`config.mk`:
```
export PLATFORM = sky130hd
export DESIGN_NAME = mac_window_ctrl
export DESIGN_NICKNAME = d
export VERILOG_FILES = /design/src/rtl/mac_ctrl_pkg.sv /design/src/rtl/sat_abs.sv /design/src/rtl/mac_window_ctrl.sv
export SDC_FILE = /design/constraint.sdc
export NUM_CORES = 1
export LEC_CHECK = 0
export CORE_MARGIN = 8
export CORE_UTILIZATION = 49
export CTS_CLUSTER_SIZE = 20
export DETAILED_ROUTE_END_ITERATION = 8
export PLACE_DENSITY = 0.78
export SLEW_MARGIN = 30
export SYNTH_ARGS = -nofsm -noshare
export SYNTH_HDL_FRONTEND = slang
export SYNTH_SLANG_ARGS = --single-unit
```
`constraint.sdc`:
```
create_clock -name clk_i -period 2.7 [get_ports clk_i]
set_input_delay 0.81 -clock clk_i [delete_from_list [all_inputs] [get_ports clk_i]]
set_output_delay 0.81 -clock clk_i [all_outputs]
set_load 0.03 [all_outputs]
```
`src/rtl/mac_ctrl_pkg.sv`:
```
// Shared definitions for the MAC window sequencer: FSM state encoding and
// default window/drain sizing.
package mac_ctrl_pkg;

    localparam int unsigned WINDOW_DEFAULT = 44100;
    localparam int unsigned DRAIN_DEFAULT  = 2;

    typedef enum logic [2:0] {
        ST_IDLE,
        ST_CLEAR,
        ST_ACCUM,
        ST_DRAIN,
        ST_CAPTURE
    } state_e;

endpackage

```
`src/rtl/sat_abs.sv`:
```
// Combinational absolute value of a signed two's-complement word. The most
// negative input saturates to the largest positive value instead of wrapping.
module sat_abs #(
    parameter int unsigned width_p = 32
) (
    input  logic [width_p-1:0] data_i,
    output logic [width_p-1:0] mag_o
);

    localparam logic [width_p-1:0] MOST_NEG = {1'b1, {(width_p-1){1'b0}}};

    always_comb begin
        if (data_i == MOST_NEG) begin
            mag_o = ~MOST_NEG;
        end else if (data_i[width_p-1]) begin
            mag_o = -data_i;
        end else begin
            mag_o = data_i;
        end
    end

endmodule

```
`src/rtl/mac_window_ctrl.sv`:
```
// Sequences the shared MAC over fixed sample windows: clear, accumulate
// window_p handshakes, wait out the MAC latency, then capture the result.
module mac_window_ctrl
    import mac_ctrl_pkg::*;
#(
    parameter int unsigned width_p     = 32,
    parameter int unsigned window_p    = WINDOW_DEFAULT,
    parameter int unsigned drain_p     = DRAIN_DEFAULT,
    parameter int unsigned cnt_width_p = 8
) (
    input  logic                          clk_i,
    input  logic                          reset_n_i,
    input  logic                          enable_i,
    input  logic                          sample_valid_i,
    output logic                          sample_ready_o,
    output logic                          mac_valid_o,
    input  logic                          mac_ready_i,
    output logic                          mac_clear_o,
    input  logic signed [width_p-1:0]     mac_data_i,
    output logic signed [width_p-1:0]     result_o,
    output logic        [width_p-1:0]     result_mag_o,
    output logic                          result_v_o,
    output logic        [cnt_width_p-1:0] window_count_o,
    output logic                          busy_o
);

    localparam int unsigned SAMP_W  = $clog2(window_p + 1);
    localparam int unsigned DRAIN_W = $clog2(drain_p + 1);
    localparam logic [SAMP_W-1:0]  SAMP_LAST  = SAMP_W'(window_p - 1);
    localparam logic [DRAIN_W-1:0] DRAIN_LAST = DRAIN_W'(drain_p - 1);

    state_e                     state_q, state_d;
    logic [SAMP_W-1:0]          samp_cnt_q, samp_cnt_d;
    logic [DRAIN_W-1:0]         drain_cnt_q, drain_cnt_d;
    logic signed [width_p-1:0]  result_q, result_d;
    logic [width_p-1:0]         mag_q, mag_d;
    logic                       result_v_q, result_v_d;
    logic [cnt_width_p-1:0]     win_cnt_q, win_cnt_d;
    logic                       clear_q, clear_d;
    logic                       busy_q, busy_d;
    logic                       accum_q, accum_d;
    logic [width_p-1:0]         mag_w;
    logic                       handshake;

    sat_abs #(.width_p(width_p)) u_sat_abs (
        .data_i (mac_data_i),
        .mag_o  (mag_w)
    );

    // Ready/valid are pure pass-throughs in ACCUM so the SIPO sees MAC stalls directly.
    assign sample_ready_o = accum_q & mac_ready_i;
    assign mac_valid_o    = accum_q & sample_valid_i;
    assign handshake      = sample_valid_i & sample_ready_o;

    always_comb begin
        // NOTE: every signal gets a default here so no path can infer a latch.
        state_d     = state_q;
        samp_cnt_d  = samp_cnt_q;
        drain_cnt_d = drain_cnt_q;
        result_d    = result_q;
        mag_d       = mag_q;
        result_v_d  = 1'b0;
        win_cnt_d   = win_cnt_q;

        unique case (state_q)
            ST_IDLE: begin
                if (enable_i) state_d = ST_CLEAR;
            end
            ST_CLEAR: begin
                samp_cnt_d = '0;
                state_d    = ST_ACCUM;
            end
            ST_ACCUM: begin
                if (handshake) begin
                    samp_cnt_d = samp_cnt_q + SAMP_W'(1);
                    if (samp_cnt_q == SAMP_LAST) begin
                        drain_cnt_d = '0;
                        state_d     = ST_DRAIN;
                    end
                end
            end
            ST_DRAIN: begin
                drain_cnt_d = drain_cnt_q + DRAIN_W'(1);
                if (drain_cnt_q == DRAIN_LAST) state_d = ST_CAPTURE;
            end
            ST_CAPTURE: begin
                result_d   = mac_data_i;
                mag_d      = mag_w;
                result_v_d = 1'b1;
                win_cnt_d  = win_cnt_q + cnt_width_p'(1);
                state_d    = enable_i ? ST_CLEAR : ST_IDLE;
            end
            default: state_d = ST_IDLE;
        endcase

        // Decoded from the next state and registered, so these never glitch.
        clear_d = (state_d == ST_CLEAR);
        busy_d  = (state_d != ST_IDLE);
        accum_d = (state_d == ST_ACCUM);
    end

    // NOTE: sequential state uses non-blocking assignments only; reset is synchronous.
    always_ff @(posedge clk_i) begin
        if (!reset_n_i) begin
            state_q     <= ST_IDLE;
            samp_cnt_q  <= '0;
            drain_cnt_q <= '0;
            result_q    <= '0;
            mag_q       <= '0;
            result_v_q  <= 1'b0;
            win_cnt_q   <= '0;
            clear_q     <= 1'b0;
            busy_q      <= 1'b0;
            accum_q     <= 1'b0;
        end else begin
            state_q     <= state_d;
            samp_cnt_q  <= samp_cnt_d;
            drain_cnt_q <= drain_cnt_d;
            result_q    <= result_d;
            mag_q       <= mag_d;
            result_v_q  <= result_v_d;
            win_cnt_q   <= win_cnt_d;
            clear_q     <= clear_d;
            busy_q      <= busy_d;
            accum_q     <= accum_d;
        end
    end

    assign mac_clear_o    = clear_q;
    assign busy_o         = busy_q;
    assign result_o       = result_q;
    assign result_mag_o   = mag_q;
    assign result_v_o     = result_v_q;
    assign window_count_o = win_cnt_q;

endmodule

```
# Word-level counts from Yosys, hierarchy flattened
# Cells that the tools add are included.
# op_classes
add_sub_neg	4
eq_ne	11
n_mux	14
bitwise	3
n_reduce_logical	6
# ops
op	count
$mux W32	2
$eq A32 B32 Y1 const B	1
$neg A32 Y32	1
$pmux W16 S2	1
$add A16 B1 Y16 const B	1
$eq A16 B16 Y1 const B	1
$mux W16	1
$pmux W3 S5	1
$mux W3	4
$eq A3 B2 Y1 const B	3
$add A8 B1 Y8 const B	1
$eq A3 B1 Y1 const B	2
$mux W2	2
$ne A2 B2 Y1 const B	2
$pmux W2 S2	1
$reduce_bool A2 Y1	2
$and A1 B1 Y1	3
$eq A3 B3 Y1 const B	1
$logic_not A3 Y1	1
$reduce_and A3 Y1	1
$reduce_bool A3 Y1	1
$add A2 B1 Y2 const B	1
$eq A2 B1 Y1 const B	1
$mux W1	2
$reduce_and A2 Y1	1
# totals
register_bits	97
input_bits	37
output_inout_bits	77
word_cells	48

# Depth between registers and ports, before layout
# logic_depth
ltp_word	5
ltp_mapped	8
depth_no_buf	7

# Hierarchy
# A second synthesis with hierarchy kept.
# hier_totals
cells_unflattened	596
hier_area_um2	4647.0
# by_module_without_submodules
module	instances	cells_per_inst	area_per_inst_um2	seq_area_each_um2
mac_window_ctrl	1	464	3764.9	1941.9
sat_abs	1	132	882.1	0.0

# Least setup slack after synthesis
# OpenSTA, ideal clock, no wires.
# synth_path
kind	in2reg
start	in mac_data_i[0]
end	reg mag_q[28], in the netlist result_mag_o[28]
setup_ps	120
t_arrival_ps	2243
required_time_ps	2580
path_slack_ps	337
path_stages	7
n_path_buf	0
path_cell_list	inv_1 -> ha_1 -> nor4b_2 -> nand2_1 -> o41ai_2 -> xor2_1 -> a21oi_1
# synth_between
elab_chain_len	3
word_cells_on_any_way	4
cone_classes	add/sub (1); eq/ne (1); mux (2)
# synth_rtl
element	line_no	rtl
start, declared	mac_window_ctrl.sv:19	input logic signed [width_p-1:0] mac_data_i,
$neg A32 Y32	sat_abs.sv:16	mag_o = -data_i;
$mux W32	sat_abs.sv:15	end else if (data_i[width_p-1]) begin
$mux W32 *	sat_abs.sv:13	if (data_i == MOST_NEG) begin
end signal, assigned	mac_window_ctrl.sv:120	mag_q <= mag_d;
end, declared	mac_window_ctrl.sv:36	logic [width_p-1:0] mag_q, mag_d;
# Mark *: on every way between the ends. The rest lies on a longest branch, timed or not.
# A chain may end at the register's enable or synchronous reset.

# Final worst setup path
# layout_path
start	in mac_data_i[12]
end	reg mag_q[29], in the netlist result_mag_o[29]
# Same word-level chain as after synthesis.

==> summary.md <==
| Metric | Value |
|---|---|
| Relative slew slack | `64.6%` |
| Global-route wire length before repair | `21.4 mm` |
| Multi-input logic area | `2520 µm²` |
| Sequential cell area | `1940 µm²` |
| N_diodes | `0` |
| Peak Freq | `392 MHz` |
| Slew Viols, Final | `0` |
| CP bufs+invs | `1` |
| Post-synth top area cell | `dfxtp_1` |
| Library cells used by synthesis | `59` |
| Synth async-reset ratio | `0%` |
| Final ANT Viol Nets | `0` |
| Filler cell count | `723` |
| Post-Syn Instances | `528` |
| Root Buffer | `clkbuf_8` |
| Total track usage | `20.3%` |
| Die height | `113 µm` |
| Total Wirelength | `12.8 mm` |
| Pwr dens | `428 nW/µm²` |
| Sw Pwr | `0.000678 W` |
| Clock-pin slew of the registers on the worst-case setup and hold paths | `0.10 ns` |
| Non-filler cells, final | `791` |
| Outcome | `complete, no violations` |
| Setup Viol. Count Final | `0` |
| WP data required | `2.94 ns` |
| RSZ-0062 raised after global routing | `false` |
| Final Hold Fails | `0` |
| Gp weighted congestion | `0.853` |
| Count of state elements after synthesis | `97` |
| Inserted Clock Buffers | `9` |
| Syn Area/Cell | `8.68 µm²` |
| P_leak | `2.26 nW` |
| Hold crit path type | `register to register` |
| Core Rows | `35` |
| Post-route setup slack | `0.151 ns` |
| CTS Buffer Depth | `2` |
| Final Hold Slack | `0.469 ns` |
| Share of the synthesized area in the top cell type | `42.4%` |
| Clock Skew | `0.00804 ns` |
| Worst vdd ir | `0.000273 V` |
| WS Path Type | `primary input to register` |
| Synthesis-to-layout area growth | `38.7%` |
| WL/cell | `16.2 µm` |
| Final nets | `716` |
| Worst-skew pair later-pin latency | `0.36 ns` |
| Grt ovf | `0` |
| Minimum clock period | `2.55 ns` |
| Iteration-0 DRC Markers | `195` |
| Post-CTS Hold Fix Bufs | `0` |
| Delay-heaviest family, CP | `simple AND/OR/NAND/NOR gates` |
| Reg2Reg Setup Slack | `0.72 ns` |
| H-tree depth | `3` |
| Vias in the first global route | `4,334` |
| Seq/Total Area, Yosys | `42.4%` |
| 1st-pass router iterations | `4` |
| Post-synth EDFFs | `0` |
| Setup WS pre-CTS | `-0.304 ns` |
| Core area | `9150 µm²` |
| Antenna violations before repair | `0` |
| Startpoint types | `primary input` |
| Starting Density | `50.1%` |
| CTS tree | `yes` |
| Critical-path maximum fanout | `6` |
| CP arrival | `2.79 ns` |
| Post-route DRC | `0` |
| Post-synth net total | `569` |
| Period utilization | `94.4%` |
| Sw frac | `24.9%` |
| Clock power frac | `36.2%` |
| Worst-Margin Slew | `0.532 ns` |
| CP max stage delay | `0.50 ns` |
| HPWL after DPL | `9.45 mm` |
| Part of the power in combinational logic | `10.7%` |
| Die X | `113 µm` |
| Die area | `12,700 µm²` |
| Share of cells above drive strength 1 | `14.3%` |
| Vias | `4,350` |
| Flop pwr share | `53.1%` |
| P_int | `0.00204 W` |
| Clock sinks | `97` |
| DR vias/cell | `5.50` |
| Worst path cell trace | `clkdlybuf4s50_1 -> nor4_4 -> nand4b_1 -> o41a_1 -> nor4_1 -> a311oi_1` |
| Port bufs | `113` |
| Dpl cells | `775` |
| Largest net degree at the start of global routing | `51` |
| Mapped Area | `4580 µm²` |
| Worst setup EP type | `register` |
| Max_cap viols | `0` |
| Ports | `114` |
| Crit path max-delay cell type | `clkdlybuf4s50_1` |
| Largest cells by area after synthesis | `dfxtp_1 42%, nand2_1 7.4%, a21boi_0 5.9%, xor2_1 5.0%, o21ai_0 4.4%` |
| YS warnings | `0` |
| Top FF cell, synth | `dfxtp_1` |
==> layout make-up <==
type                    instances  share of cell area, %
clock buffers                  10                   2.17
flip-flops and latches         97                   30.6
repair buffers                167                   24.2
inverters                       4                  0.236
multi-input cells             396                   39.6
clock inverters                 6                   1.02
well taps                     111                   2.19
==> registers in the layout (all words and copies together), names as in the netlist <==
register and flops:
accum_q 1, busy_o 1, drain_cnt_q 2, mac_clear_o 1
result_mag_o 32, result_o 32, result_v_o 1, samp_cnt_q 16
state_q 3, window_count_o 8
==> per-stage QoR <==
step / total power, W / TNS, ns / util [%] / cell area (µm²)
after floorplan: 0.00160 / 0 / - / 4580
after detailed placement: 0.00176 / -7.67 / 67.0 / 6130
after global routing: 0.00283 / 0 / 69.4 / 6350
after CTS: 0.00274 / 0 / 69.2 / 6330
final: 0.00272 / 0 / 69.4 / 6350
after global placement: 0.00176 / -5.49 / 67.0 / 6130
==> worst min-delay path, stage by stage (launching register included) <==
cell and delay (ns):
dfxtp_1 0.32, nand2_1 0.05, a21boi_0 0.06
==> cells by family (layout without fill, tap and decap cells) <==
| family | after synthesis | count (layout) | share of synthesized area (%) |
|---|---|---|---|
| simple gates | 210 | 210 | 24.8 |
| flops | 97 | 97 | 42.4 |
| buf+inv | 35 | 187 | 3.22 |
| xor+xnor | 48 | 48 | 9.18 |
| compound gates | 133 | 133 | 19.1 |
| mux | 1 | 1 | 0.218 |
| fa+ha+maj | 4 | 4 | 1.09 |
==> final timing paths <==
kind | from | end | depth (start not counted)
max reg2reg | state_q[1] | result_mag_o[31] | 5
min | result_o[21] | result_o[21] | 2
min reg2reg | result_o[21] | result_o[21] | 2
max | mac_data_i[12] | result_mag_o[29] | 6
==> power by group through the flow <==
stage / registers [W] / clock network, W / logic [W]
CTS: 0.00144 / 0.00101 / 0.000288
global route: 0.00145 / 0.00107 / 0.000315
detailed placement: 0.00148 / 0 / 0.000287
floorplan: 0.00148 / 0 / 0.000115
finish: 0.00144 / 0.000985 / 0.000290
global placement: 0.00148 / 0 / 0.000282
==> cells in the final DEF (no fill, tap or decap), drive strengths merged, types with 6 or more instances in the layout <==
cell	instances
o41ai	6
a31oi	10
clkdlybuf4s50	110
and2	15
nand2	90
nor3	7
a21boi	38
nor4	16
buf	57
nor2	29
o31ai	10
inv	6
xnor2	22
o21ai	41
nand4	11
xor2	26
clkbuf	10
dfxtp	97
a21oi	21
nand3	10
==> routing by layer <==
layer	vias to the layer above	global-route usage, %	share of wire (%)
li1	2156	-	-
met1	2061	24.2	43
met2	115	33.8	48
met3	18	6.55	7.2
met4	0	7.10	1.7
met5	-	0	0
==> synthesized netlist by cell type (all sizes together), types with 11 or more instances <==
| library cell | number |
|---|---|
| dfxtp | 97 |
| nand2 | 90 |
| o21ai | 41 |
| a21boi | 38 |
| nor2 | 29 |
| clkbuf | 26 |
| xor2 | 26 |
| xnor2 | 22 |
| a21oi | 21 |
| nor4 | 16 |
| and2 | 15 |
| nand4 | 11 |
==> repair_timing <==
| action | 4_1_cts | 5_1_grt |
|---|---|---|
| buffers inserted | 0 | 0 |
| endpoints found under the setup margin | 0 | 17 |
| hold endpoints to repair | 0 | 0 |
| resized for setup | 0 | 4 |
(Power assumes the default switching activity.)
